===== config.mk =====
export PLATFORM = sky130hd
export DESIGN_NAME = guess_evaluator
export DESIGN_NICKNAME = d
export VERILOG_FILES = /design/src/rtl/guess_evaluator.sv
export SDC_FILE = /design/constraint.sdc
export NUM_CORES = 1
export LEC_CHECK = 0
export BUFFER_PORTS_ARGS = -buffer_cell sky130_fd_sc_hd__buf_2
export CAP_MARGIN = 20
export CELL_PAD_IN_SITES_DETAIL_PLACEMENT = 2
export CELL_PAD_IN_SITES_GLOBAL_PLACEMENT = 2
export CORE_ASPECT_RATIO = 0.6
export CORE_UTILIZATION = 39
export DETAILED_ROUTE_END_ITERATION = 10
export PLACE_DENSITY = 0.95
export SLEW_MARGIN = 30
export SYNTH_ARGS = -nofsm -noshare
export SYNTH_HDL_FRONTEND = slang
export SYNTH_SLANG_ARGS = --single-unit

===== constraint.sdc =====
create_clock -name clock -period 3.9 [get_ports clock]
set_input_delay 0.585 -clock clock [delete_from_list [all_inputs] [get_ports clock]]
set_output_delay 0.585 -clock clock [all_outputs]
set_load 0.02 [all_outputs]

===== src/rtl/guess_evaluator.sv =====
// guess_evaluator: scores a committed four-digit BCD guess against the
// loaded secret using Wordle duplicate rules, one guess digit per cycle,
// and tracks tries / win / lose for the current game.
module guess_evaluator #(
    parameter int MAX_TRIES = 6
) (
    input  logic        clock,
    input  logic        reset_n,
    input  logic [15:0] secret,
    input  logic        secret_load,
    input  logic [15:0] guess,
    input  logic        submit,
    output logic        busy,
    output logic        invalid,
    output logic        result_valid,
    output logic [3:0]  exact,
    output logic [3:0]  present,
    output logic [2:0]  tries,
    output logic        win,
    output logic        lose
);

    typedef enum logic [1:0] {
        IDLE  = 2'd0,
        EXACT = 2'd1,
        PRES  = 2'd2,
        OVER  = 2'd3
    } state_t;

    localparam logic [2:0] TRIES_MAX = 3'(MAX_TRIES);

    state_t          state;
    logic [15:0]     s_reg;
    logic [15:0]     g_reg;
    logic [1:0]      idx;
    logic [3:0]      used;

    logic [3:0][3:0] s_dig;
    logic [3:0][3:0] g_dig;
    logic [3:0]      g_cur;
    logic            hit;
    logic [1:0]      hit_j;
    logic            guess_bad;
    logic [3:0]      present_nxt;
    logic            win_nxt;

    assign s_dig = s_reg;
    assign g_dig = g_reg;
    assign g_cur = g_dig[idx];

    // A guess is rejected when any nibble is a non-BCD code (blank included).
    always_comb begin
        guess_bad = 1'b0;
        for (int i = 0; i < 4; i++) begin
            if (guess[4*i +: 4] > 4'd9) guess_bad = 1'b1;
        end
    end

    // Lowest unclaimed secret position holding the current guess digit;
    // scanning high-to-low lets the lowest match win.
    always_comb begin
        hit   = 1'b0;
        hit_j = 2'd0;
        for (int j = 3; j >= 0; j--) begin
            if (!used[j] && (s_dig[j] == g_cur)) begin
                hit   = 1'b1;
                hit_j = 2'(j);
            end
        end
    end

    // Present mask after scoring the current index; exact digits never
    // contribute to present.
    always_comb begin
        present_nxt = present;
        if (!exact[idx] && hit) present_nxt[idx] = 1'b1;
        win_nxt = (exact == 4'hF);
    end

    // Control FSM with all outputs registered; secret_load overrides
    // everything, including an evaluation in flight.
    always_ff @(posedge clock or negedge reset_n) begin
        if (!reset_n) begin
            state        <= IDLE;
            s_reg        <= 16'h0000;
            g_reg        <= 16'h0000;
            idx          <= 2'd0;
            used         <= 4'h0;
            exact        <= 4'h0;
            present      <= 4'h0;
            tries        <= 3'd0;
            win          <= 1'b0;
            lose         <= 1'b0;
            busy         <= 1'b0;
            invalid      <= 1'b0;
            result_valid <= 1'b0;
        end else begin
            invalid      <= 1'b0;
            result_valid <= 1'b0;
            if (secret_load) begin
                s_reg   <= secret;
                exact   <= 4'h0;
                present <= 4'h0;
                tries   <= 3'd0;
                win     <= 1'b0;
                lose    <= 1'b0;
                busy    <= 1'b0;
                idx     <= 2'd0;
                used    <= 4'h0;
                state   <= IDLE;
            end else begin
                unique case (state)
                    IDLE: begin
                        if (submit) begin
                            if (guess_bad) begin
                                invalid <= 1'b1;
                            end else begin
                                g_reg <= guess;
                                busy  <= 1'b1;
                                state <= EXACT;
                            end
                        end
                    end
                    EXACT: begin
                        for (int i = 0; i < 4; i++) begin
                            exact[i] <= (g_dig[i] == s_dig[i]);
                            used[i]  <= (g_dig[i] == s_dig[i]);
                        end
                        present <= 4'h0;
                        idx     <= 2'd0;
                        state   <= PRES;
                    end
                    PRES: begin
                        present <= present_nxt;
                        if (!exact[idx] && hit) used[hit_j] <= 1'b1;
                        idx <= idx + 2'd1;
                        if (idx == 2'd3) begin
                            result_valid <= 1'b1;
                            busy         <= 1'b0;
                            if (tries < TRIES_MAX) tries <= tries + 3'd1;
                            win  <= win_nxt;
                            lose <= !win_nxt && ((tries + 3'd1) == TRIES_MAX);
                            if (win_nxt || ((tries + 3'd1) == TRIES_MAX))
                                state <= OVER;
                            else
                                state <= IDLE;
                        end
                    end
                    OVER: begin
                        state <= OVER;
                    end
                    default: state <= IDLE;
                endcase
            end
        end
    end

endmodule


* Word level (Yosys, flattened, before mapping)
Cells that the tools add are included.
** Storage, ports and cells
- Register bits :: 56
- Input port bits :: 36
- Output and inout bits :: 16
** Cells by class
- Add/subtract/negate cells :: 2
- $lt $le $gt $ge :: 9
- Equality and inequality tests :: 18
- Mux-type cells :: 58
- Bitwise operators :: 4
- Reduce and logical (&&, ||, !) cells :: 28
** Operators by type and width (count)
- equality test 4 bit :: 8
- two-way mux 1 bit :: 28
- two-way mux 4 bit :: 7
- two-way mux 2 bit :: 10
- greater-than comparator 4 bit (second input constant) :: 4
- case mux 4 bit (2 select lines) :: 2
- two-way mux 3 bit :: 4
- inequality test 3 bit (second input constant) :: 4
- binary-select mux 4 bit (select 2 bit) :: 1
- logical AND 1 bit :: 8
- bitwise OR 4 bit :: 2
- case mux 2 bit (4 select lines) :: 1
- AND reduction 4 bit :: 2
- nonzero test 2 bit :: 4
- equality test 2 bit (second input constant) :: 3
- logical NOT 1 bit :: 6
- less-than comparator 2 x 3 -> 1 bit (second input constant) :: 2
- AND reduction 3 bit :: 2
- nonzero test 3 bit :: 2
- demux 1 bit (select 2 bit) :: 2
- equality test 4 bit (second input constant) :: 1
- >= comparator 2 x 1 -> 1 bit (second input constant) :: 2
- case mux 2 bit (2 select lines) :: 1
- AND reduction 2 bit :: 2
- 10 further kinds :: 11

* Longest topological paths before layout
Gate-level depths: netlist of run 1.
- Word-level depth :: 16
- Mapped depth :: 7
- Mapped depth without buffers :: 6

* Worst setup path after synthesis of run 1
OpenSTA, ideal clock, no wires.
- Kind :: register to register
- Start :: register idx[0]
- End :: register used[3]
- Setup time :: 0.096 ns
- Arrival time :: 2.197 ns
- Slack :: 1.608 ns
- Stages on the path, launching flop included :: 8
- Path buffers :: 1
- Clock period less this slack :: 2.292 ns
- Path through :: dfrtp_1 -> buf_6 -> mux4_2 -> xor2_2 -> a2111oi_4 -> o21bai_4 -> o41a_1 -> a311oi_2
** Between the ends
- Word-level cells in the longest chain between the ends :: 16
- Elaborated cells on any way between the ends :: 33
- Classes of those cells :: order compare: 2; eq/ne: 5; mux: 17; bitwise: 1; reduce/logical: 8
** RTL lines
- from (decl) :: RTL line 35 : logic [1:0] idx;
- from (signal assigned) :: RTL line 136 : idx <= idx + 2'd1;
- binary-select mux 4 bit (select 2 bit) :: RTL line 49 : assign g_cur = g_dig[idx];
- two-way mux 4 bit (not written as such) :: RTL line 49
- equality test 4 bit :: RTL line 65 : if (!used[j] && (s_dig[j] == g_cur)) begin
- logical AND 1 bit :: RTL line 65
- two-way mux 2 bit (4 in a row) :: RTL line 65
- less-than comparator 2 x 3 -> 1 bit (not written as such) / >= comparator 2 x 1 -> 1 bit (equally long branches) :: RTL line 135 : if (!exact[idx] && hit) used[hit_j] <= 1'b1;
- logical AND 1 bit (not written as such) :: RTL line 135
- two-way mux 1 bit (not written as such) :: RTL line 135
- demux 1 bit (select 2 bit) :: RTL line 135
- bitwise OR 4 bit (no line)
- two-way mux 4 bit :: RTL line 135
- case mux 4 bit (2 select lines) :: RTL line 112 : unique case (state)
- two-way mux 4 bit :: RTL line 100 : if (secret_load) begin
- to (signal, indexed assignment) :: RTL line 127 : used[i] <= (g_dig[i] == s_dig[i]);
- to (decl) :: RTL line 36 : logic [3:0] used;
Several ways; a longest one is shown, not always the timed one. The select of a mux whose other input is x is not followed.
A chain may end at the register's enable or synchronous reset.

* Final worst setup path of run 1
- Start :: register idx[1]
- End :: register used[2]
Same word-level chain as after synthesis.

==> summary.log, run 1 <==
qor: outcome.status completed
qor: worst_setup_path.critPathBufInv 0
qor: worst_setup_path.timing.critical_path.cells mux4_2 > xnor2_1 > nand4_1 > nor2_1 > o31ai_4 > a311oi_2
qor: floorplanning.floorplan.core_area 7477 um^2
qor: sta.period_minus_slack 3.009 ns
qor: detailed_routing.drt_first_iter_violations 145
qor: cells_and_area.nets 380
qor: placement.dp_hpwl 8088 um
qor: grt.antenna_found_initial 0
qor: clock_tree.cts.root.buffer_cell sky130_fd_sc_hd__clkbuf_16
qor: hold_path.holdCritPathClass input port to asynchronous set/reset pin
qor: logic_synthesis.postSynthNetCount 330
qor: logic_synthesis.synth_top_area_share 45.11%
qor: sta.setup_repair_after_global_routing_missed_its_margin false
qor: logic_synthesis.post_synth_main_area_contributors sky130_fd_sc_hd__dfrtp_1, sky130_fd_sc_hd__mux2_2, sky130_fd_sc_hd__xnor2_1, sky130_fd_sc_hd__o21ai_0, sky130_fd_sc_hd__mux4_2
qor: logic_synthesis.synth_seq_area_share 45.11%
qor: floorplanning.design.die.area 8339 um^2
qor: grt.grt_pass1_vias 2855
qor: clock_tree.cts_tree built
qor: grt.grt_max_degree 36
qor: worst_setup_path.critical_path_peak_fanout 14
qor: worst_setup_path.critical_path.max_stage_delay 0.75 ns
qor: worst_setup_path.cp.arrival 3.21 ns
qor: logic_synthesis.area_of_the_mapped_netlist 3107 um^2
qor: detailed_routing.routed_wirelength 11180 um
qor: detailed_routing.routed_len_inst 25.25 um
qor: worst_setup_path.crit_type flip-flop to flip-flop
qor: logic_synthesis.yosysWarningCount 0
qor: logic_synthesis.ys_types 51
qor: cells_and_area.antenna-diode-count 0
qor: detailed_routing.post-route-drc-count 0
qor: sta.drv_slew 0
qor: sta.final.period_utilization 77.15%
qor: cells_and_area.syn2layout_area_growth 16.91%
qor: clock_tree.htree_levels 2
qor: clock_tree.cts_inserted_buffers 5
qor: worst_setup_path.path_delay_family flip-flops
qor: power_and_ir_drop.power_leakage 1.576 nW
qor: floorplanning.starting_density_of_the_core 41.55%
qor: detailed_routing.via_per_inst 5.772
qor: sta.fin_tns_setup 0 ns
qor: flow_run.maxCapViolCount 0
qor: clock_tree.cts_num_sinks 56
qor: logic_synthesis.post-synth-top-count-cell sky130_fd_sc_hd__dfrtp_1
qor: placement.port_buffers 51
qor: logic_synthesis.synthArstFlopShare 100.0%
qor: worst_setup_path.endpoint_kind flip-flop
qor: logic_synthesis.synth_enable_flop_cells 0
qor: clock_tree.post-cts-setup-buffers 0
qor: logic_synthesis.synthesis.area_per_instance 10.79 um^2
qor: floorplanning.floorplan.die.width 117.2 um
qor: sta.worst_slew_pin_slew 0.8612 ns
qor: logic_synthesis.yosys_most_used_dff sky130_fd_sc_hd__dfrtp_1
qor: cells_and_area.drive_gt1_share 29.20%
qor: worst_setup_path.required 4.10 ns
qor: sta.slew_headroom 42.59%
qor: worst_setup_path.crit_slowest_cell sky130_fd_sc_hd__dfrtp_1
qor: logic_synthesis.ys_top_cells_by_count sky130_fd_sc_hd__dfrtp_1, sky130_fd_sc_hd__inv_1, sky130_fd_sc_hd__mux2_2, sky130_fd_sc_hd__nand2_1, sky130_fd_sc_hd__o21ai_0
qor: grt.global_route.overflow_total 0
qor: logic_synthesis.synth_seq_cells 56
qor: logic_synthesis.synth_instances 288
qor: clock_tree.clkSlewWorstSetupHoldPaths 0.08 ns
qor: sta.clock_skew 0.007938 ns
qor: worst_setup_path.crit_path_start_kind flip-flop
qor: sta.setup_violations 0
qor: detailed_routing.ant_nets 0
qor: detailed_routing.route.vias.total 2557
qor: power_and_ir_drop.ir_worst_vdd 0.1658 mV
qor: logic_synthesis.yosys.area.top_type sky130_fd_sc_hd__dfrtp_1
qor: placement.gp_congestion 0.8022
qor: clock_tree.postCtsHoldBufs 0
qor: detailed_routing.detail_route.first_pass.iterations 5
qor: power_and_ir_drop.power_per_cell_area 466.2 nW/um^2
qor: floorplanning.pin_count 52
qor: grt.groute.usage.overall 29.55%
qor: clock_tree.cts_resized 0
qor: clock_tree.clk-insertion-delay-late 0.30 ns
qor: floorplanning.num_rows 24
qor: clock_tree.cts.path.max_buffers 2
qor: floorplanning.die_h 71.14 um
qor: sta.fmaxAchievable 0.3324 GHz
qor: grt.grt_first_pass_wirelength 17540 um
qor: sta.holdWs 0.3171 ns
qor: sta.finalHoldViolCount 0
## layer usage
| metal | global-route usage [%] | part of all wire [%] | vias up |
|---|---|---|---|
| met4 | 9.142 | 2.2 | 0 |
| met1 | 39.68 | 45 | 1338 |
| met2 | 47.84 | 48 | 68 |
| li1 | - | - | 1130 |
| met3 | 6.341 | 4.5 | 21 |
| met5 | 0 | 0 | - |
## layout make-up
cell class / count / area, um^2
clock buffer: 5 / 125.1
sequential: 56 / 1401
multi-input combinational: 199 / 1573
clock inverter: 3 / 42.54
fill: 788 / 3845
inverter: 22 / 82.58
tap: 104 / 130.1
timing repair buffer: 54 / 277.8
## sequential cells by signal (all words and copies together) (netlist names)
register      cells
tries             3
g_dig            16
exact             4
lose              1
idx               2
busy              1
s_dig            16
used              4
result_valid      1
win               1
present           4
state             2
invalid           1
## metrics by stage
step / instances / total power, mW / worst slack [ns] / utilization (%) / cell area (um^2)
floorplan: 288 / 1.003 / 1.608 / - / 3107
global placement: 435 / 1.110 / 1.163 / 46.34 / 3465
detailed placement: 435 / 1.158 / 1.007 / 46.34 / 3465
CTS: 443 / 1.697 / 0.9179 / 48.58 / 3632
global route: 443 / 1.757 / 0.7463 / 48.58 / 3632
finish: 443 / 1.693 / 0.8912 / 48.58 / 3632
## worst paths after layout
check / slack (ns) / depth (start not counted) / end / start
max: 0.89 / 6 / used[2]$_DFFE_PN0P_ / idx[1]$_DFFE_PN0P_
min: 0.32 / 1 / g_dig[4]$_DFFE_PN0P_ / reset_n
max reg2reg: 0.89 / 6 / used[2]$_DFFE_PN0P_ / idx[1]$_DFFE_PN0P_
min reg2reg: 0.51 / 2 / present[1]$_DFFE_PN0P_ / present[1]$_DFFE_PN0P_
max in group asynchronous: 2.73 / 2 / exact[3]$_DFFE_PN0P_ / reset_n
min in group clock: 0.50 / 3 / s_dig[0]$_DFFE_PN0P_ / secret[0]
## worst register-to-register path, cell delays in order (launching register included)
cell and delay [ns]:
sky130_fd_sc_hd__dfrtp_1 0.75, sky130_fd_sc_hd__mux4_2 0.70, sky130_fd_sc_hd__xnor2_1 0.28, sky130_fd_sc_hd__nand4_1 0.19
sky130_fd_sc_hd__nor2_1 0.51, sky130_fd_sc_hd__o31ai_4 0.16, sky130_fd_sc_hd__a311oi_2 0.32
## cells in the final DEF (no fill, tap or decap), types with 5 or more instances in the layout
cell and instances:
sky130_fd_sc_hd__o21ai_0 21, sky130_fd_sc_hd__buf_2 51, sky130_fd_sc_hd__xnor2_1 18, sky130_fd_sc_hd__mux2_2 21, sky130_fd_sc_hd__a21oi_1 15, sky130_fd_sc_hd__clkbuf_16 5
sky130_fd_sc_hd__dfrtp_1 56, sky130_fd_sc_hd__nor2_1 18, sky130_fd_sc_hd__nor3b_1 5, sky130_fd_sc_hd__xor2_1 6, sky130_fd_sc_hd__ha_1 6, sky130_fd_sc_hd__nand2_1 21
sky130_fd_sc_hd__mux2i_1 6, sky130_fd_sc_hd__nand3_1 6, sky130_fd_sc_hd__inv_1 22, sky130_fd_sc_hd__nor3_1 5
## kinds of logic after synthesis
family	share of synthesized area (%)
AND/OR/NAND/NOR	11.68
AO/OA/AOI/OAI	15.42
flip-flops	45.11
buffers and inverters	4.269
multiplexers	13.29
XOR/XNOR	7.813
adder cells (fa/ha/maj)	2.416
## power by group
group          internal, mW  total, mW  switching [mW]
clock network         0.303      0.525           0.223
logic                 0.178      0.413           0.236
registers             0.651      0.755           0.104
Note: power is estimated with default switching activity, not from simulation.
==> run 2: changes to the inputs <==
--- a/config.mk
+++ b/config.mk
@@ -10,9 +10,9 @@
 export CELL_PAD_IN_SITES_DETAIL_PLACEMENT = 2
 export CELL_PAD_IN_SITES_GLOBAL_PLACEMENT = 2
 export CORE_ASPECT_RATIO = 0.6
-export CORE_UTILIZATION = 39
+export CORE_UTILIZATION = 36
 export DETAILED_ROUTE_END_ITERATION = 10
-export PLACE_DENSITY = 0.95
+export PLACE_DENSITY = 0.89
 export SLEW_MARGIN = 30
 export SYNTH_ARGS = -nofsm -noshare
 export SYNTH_HDL_FRONTEND = slang
==> constraint.sdc (replaced) <==
create_clock -name clock -period 2.93 [get_ports clock]
set_input_delay 0.4395 -clock clock [delete_from_list [all_inputs] [get_ports clock]]
set_output_delay 0.4395 -clock clock [all_outputs]
set_load 0.02 [all_outputs]
==> run 2 against run 1 <==
- worst hold slack got worse by 0.17 ns
- global-route usage fell by 4.1 points
- routed wire length fell by 6.8%
- final cell count rose by 1.6%
- first-iteration DRC count fell by 3.4%
- flip-flop and latch count did not move
- maximum frequency rose by 7.6%
- die area rose by 8.1%
- combinational power rose by 31%
- utilization fell by 3.6 points
- count of clock-buffer cells in the layout rose by 3
- design area rose by 0.24%
- critical path type unchanged
- largest cell class unchanged
- largest power group unchanged
==> summary.log, run 2 (synthesis gave the netlist of run 1 again) <==
qor: sta.holdWs 0.1504 ns
qor: sta.drv_slew 0
qor: grt.grt_pass1_vias 2774
qor: sta.final.period_utilization 95.46%
qor: clock_tree.cts_resized 0
qor: placement.detailed_place.area 3495 um^2
qor: power_and_ir_drop.power_per_cell_area 594.7 nW/um^2
qor: worst_setup_path.ff2ff_setup_slack 0.13 ns
qor: worst_setup_path.cp.arrival 3.00 ns
qor: cells_and_area.nets 383
qor: cells_and_area.final-instance-count-excl-fill 450
qor: cells_and_area.fillCellCount 847
qor: clock_tree.clk-insertion-delay-late 0.30 ns
qor: floorplanning.num_rows 25
qor: floorplanning.die_h 73.96 um
qor: floorplanning.floorplan.die.width 121.9 um
qor: floorplanning.design.die.area 9017 um^2
qor: sta.period_minus_slack 2.797 ns
qor: detailed_routing.via_per_inst 5.698
qor: worst_setup_path.crit_path_start idx[0]$_DFFE_PN0P_
qor: placement.port_buffers 51
qor: cells_and_area.layout_common_cells sky130_fd_sc_hd__dfrtp_1, sky130_fd_sc_hd__buf_2, sky130_fd_sc_hd__inv_1
qor: clock_tree.cts_inserted_buffers 5
qor: power_and_ir_drop.proportion_of_power_drawn_by_the_clock_network 28.8%
qor: grt.antenna_found_initial 0
qor: clock_tree.clkSlewWorstSetupHoldPaths 0.07 ns
qor: worst_setup_path.crit_type flip-flop to flip-flop
qor: clock_tree.post-cts-setup-buffers 0
qor: cells_and_area.syn2layout_area_growth 17.20%
qor: power_and_ir_drop.power_leakage 1.583 nW
qor: clock_tree.postCtsHoldBufs 0
qor: cells_and_area.finish.instance_area 3641 um^2
qor: cells_and_area.drive_gt1_share 29.24%
qor: detailed_routing.routed_wirelength 10430 um
qor: sta.fmaxAchievable 0.3575 GHz
qor: detailed_routing.routed_len_inst 23.17 um
qor: detailed_routing.route.vias.total 2564
qor: detailed_routing.drt_first_iter_violations 140
qor: worst_setup_path.required 3.13 ns
qor: worst_setup_path.crit_path_start_kind flip-flop
qor: sta.finalHoldViolCount 0
qor: hold_path.holdCritPathClass input port to asynchronous set/reset pin
qor: floorplanning.starting_density_of_the_core 38.35%
qor: placement.post-place-cells 442
qor: detailed_routing.ant_nets 0
qor: clock_tree.cts_tree built
qor: power_and_ir_drop.switching_share 33.18%
qor: worst_setup_path.worst_r2r_startpoint idx[0]$_DFFE_PN0P_
qor: worst_setup_path.rr_worst_depth 6
qor: cells_and_area.antenna-diode-count 0
qor: worst_setup_path.critical_path_peak_fanout 9
qor: grt.global_route.overflow_total 0
qor: sta.worst_slew_pin_slew 0.6634 ns
qor: sta.slew_headroom 54.63%
qor: clock_tree.cts.path.max_buffers 2
qor: detailed_routing.detail_route.first_pass.iterations 4
qor: clock_tree.cts_num_sinks 56
qor: sta.clock_skew 0.005513 ns
qor: sta.fin_tns_setup 0 ns
qor: placement.gp_congestion 0.8208
qor: power_and_ir_drop.ir_worst_vdd 0.2355 mV
qor: placement.dp_hpwl 7706 um
qor: clock_tree.cts.root.buffer_cell sky130_fd_sc_hd__clkbuf_16
qor: grt.grt_first_pass_wirelength 16570 um
qor: power_and_ir_drop.total_switching_power 0.7184 mW
qor: power_and_ir_drop.pwr-share-seq 46.1%
qor: flow_run.maxCapViolCount 0
qor: power_and_ir_drop.combPwrFrac 25.1%
qor: sta.setup_repair_after_global_routing_missed_its_margin false
qor: power_and_ir_drop.cell_internal_pwr 1.447 mW
qor: detailed_routing.post-route-drc-count 0
qor: sta.setup_violations 0
qor: floorplanning.floorplan.core_area 8102 um^2
qor: cells_and_area.leading_cell_type_in_the_layout_fill_and_taps_excluded sky130_fd_sc_hd__dfrtp_1
qor: outcome.status completed
qor: worst_setup_path.endpoint_kind flip-flop
qor: grt.groute.usage.overall 25.40%
qor: worst_setup_path.regToRegEndpoint used[3]$_DFFE_PN0P_
qor: clock_tree.htree_levels 2
qor: grt.grt_max_degree 46
qor: floorplanning.pin_count 52
-- run 2: layout make-up --
class,instances,area [um^2],share of cell area (%)
multi-input combinational,199,1573,43.20
sequential,56,1401,38.49
inverter,22,82.58,2.268
tap,108,135.1,3.711
clock buffer,8,146.4,4.021
timing repair buffer,57,302.8,8.316
-- run 2: worst max-delay path by stage --
stage               cells past startpoint  slack (ns)             endpoint
floorplan                               7        0.64  used[3]$_DFFE_PN0P_
global placement                        6        0.41  used[2]$_DFFE_PN0P_
detailed placement                      6        0.19  used[3]$_DFFE_PN0P_
CTS                                     6        0.12  used[3]$_DFFE_PN0P_
global route                            6        0.01  used[3]$_DFFE_PN0P_
finish                                  6        0.13  used[3]$_DFFE_PN0P_
-- run 2: per-layer routing --
layer / routed length (um) / track usage (%)
met5: 0 / 0
met4: 189 / 7.682
met3: 484 / 5.445
met2: 4792 / 40.62
met1: 4960 / 34.96
-- run 2: worst max-delay path, cell delays in order (launching register included) --
cell,delay (ns)
sky130_fd_sc_hd__dfrtp_1,0.64
sky130_fd_sc_hd__mux4_2,0.68
sky130_fd_sc_hd__xnor2_2,0.20
sky130_fd_sc_hd__a2111oi_4,0.42
sky130_fd_sc_hd__o21bai_4,0.26
sky130_fd_sc_hd__o31ai_4,0.16
sky130_fd_sc_hd__a311oi_2,0.33
-- run 2: metrics by stage --
step                      power (mW)  util [%]  setup WS, ns
after floorplan                1.335         -        0.6378
after CTS                      2.171     44.94        0.1243
after global routing           2.257     44.94       0.01361
after detailed placement       1.539     43.14        0.1923
after global placement         1.486     43.10        0.4095
final                          2.165     44.94        0.1331
-- run 2: power by group through the flow --
| stage | registers [mW] | logic [mW] | clock network [mW] |
|---|---|---|---|
| after detailed placement | 1.01 | 0.529 | 0 |
| final | 0.998 | 0.543 | 0.624 |
| after global routing | 1.01 | 0.583 | 0.661 |
| after global placement | 0.999 | 0.487 | 0 |
| after floorplan | 0.952 | 0.383 | 0 |
| after CTS | 0.995 | 0.543 | 0.633 |
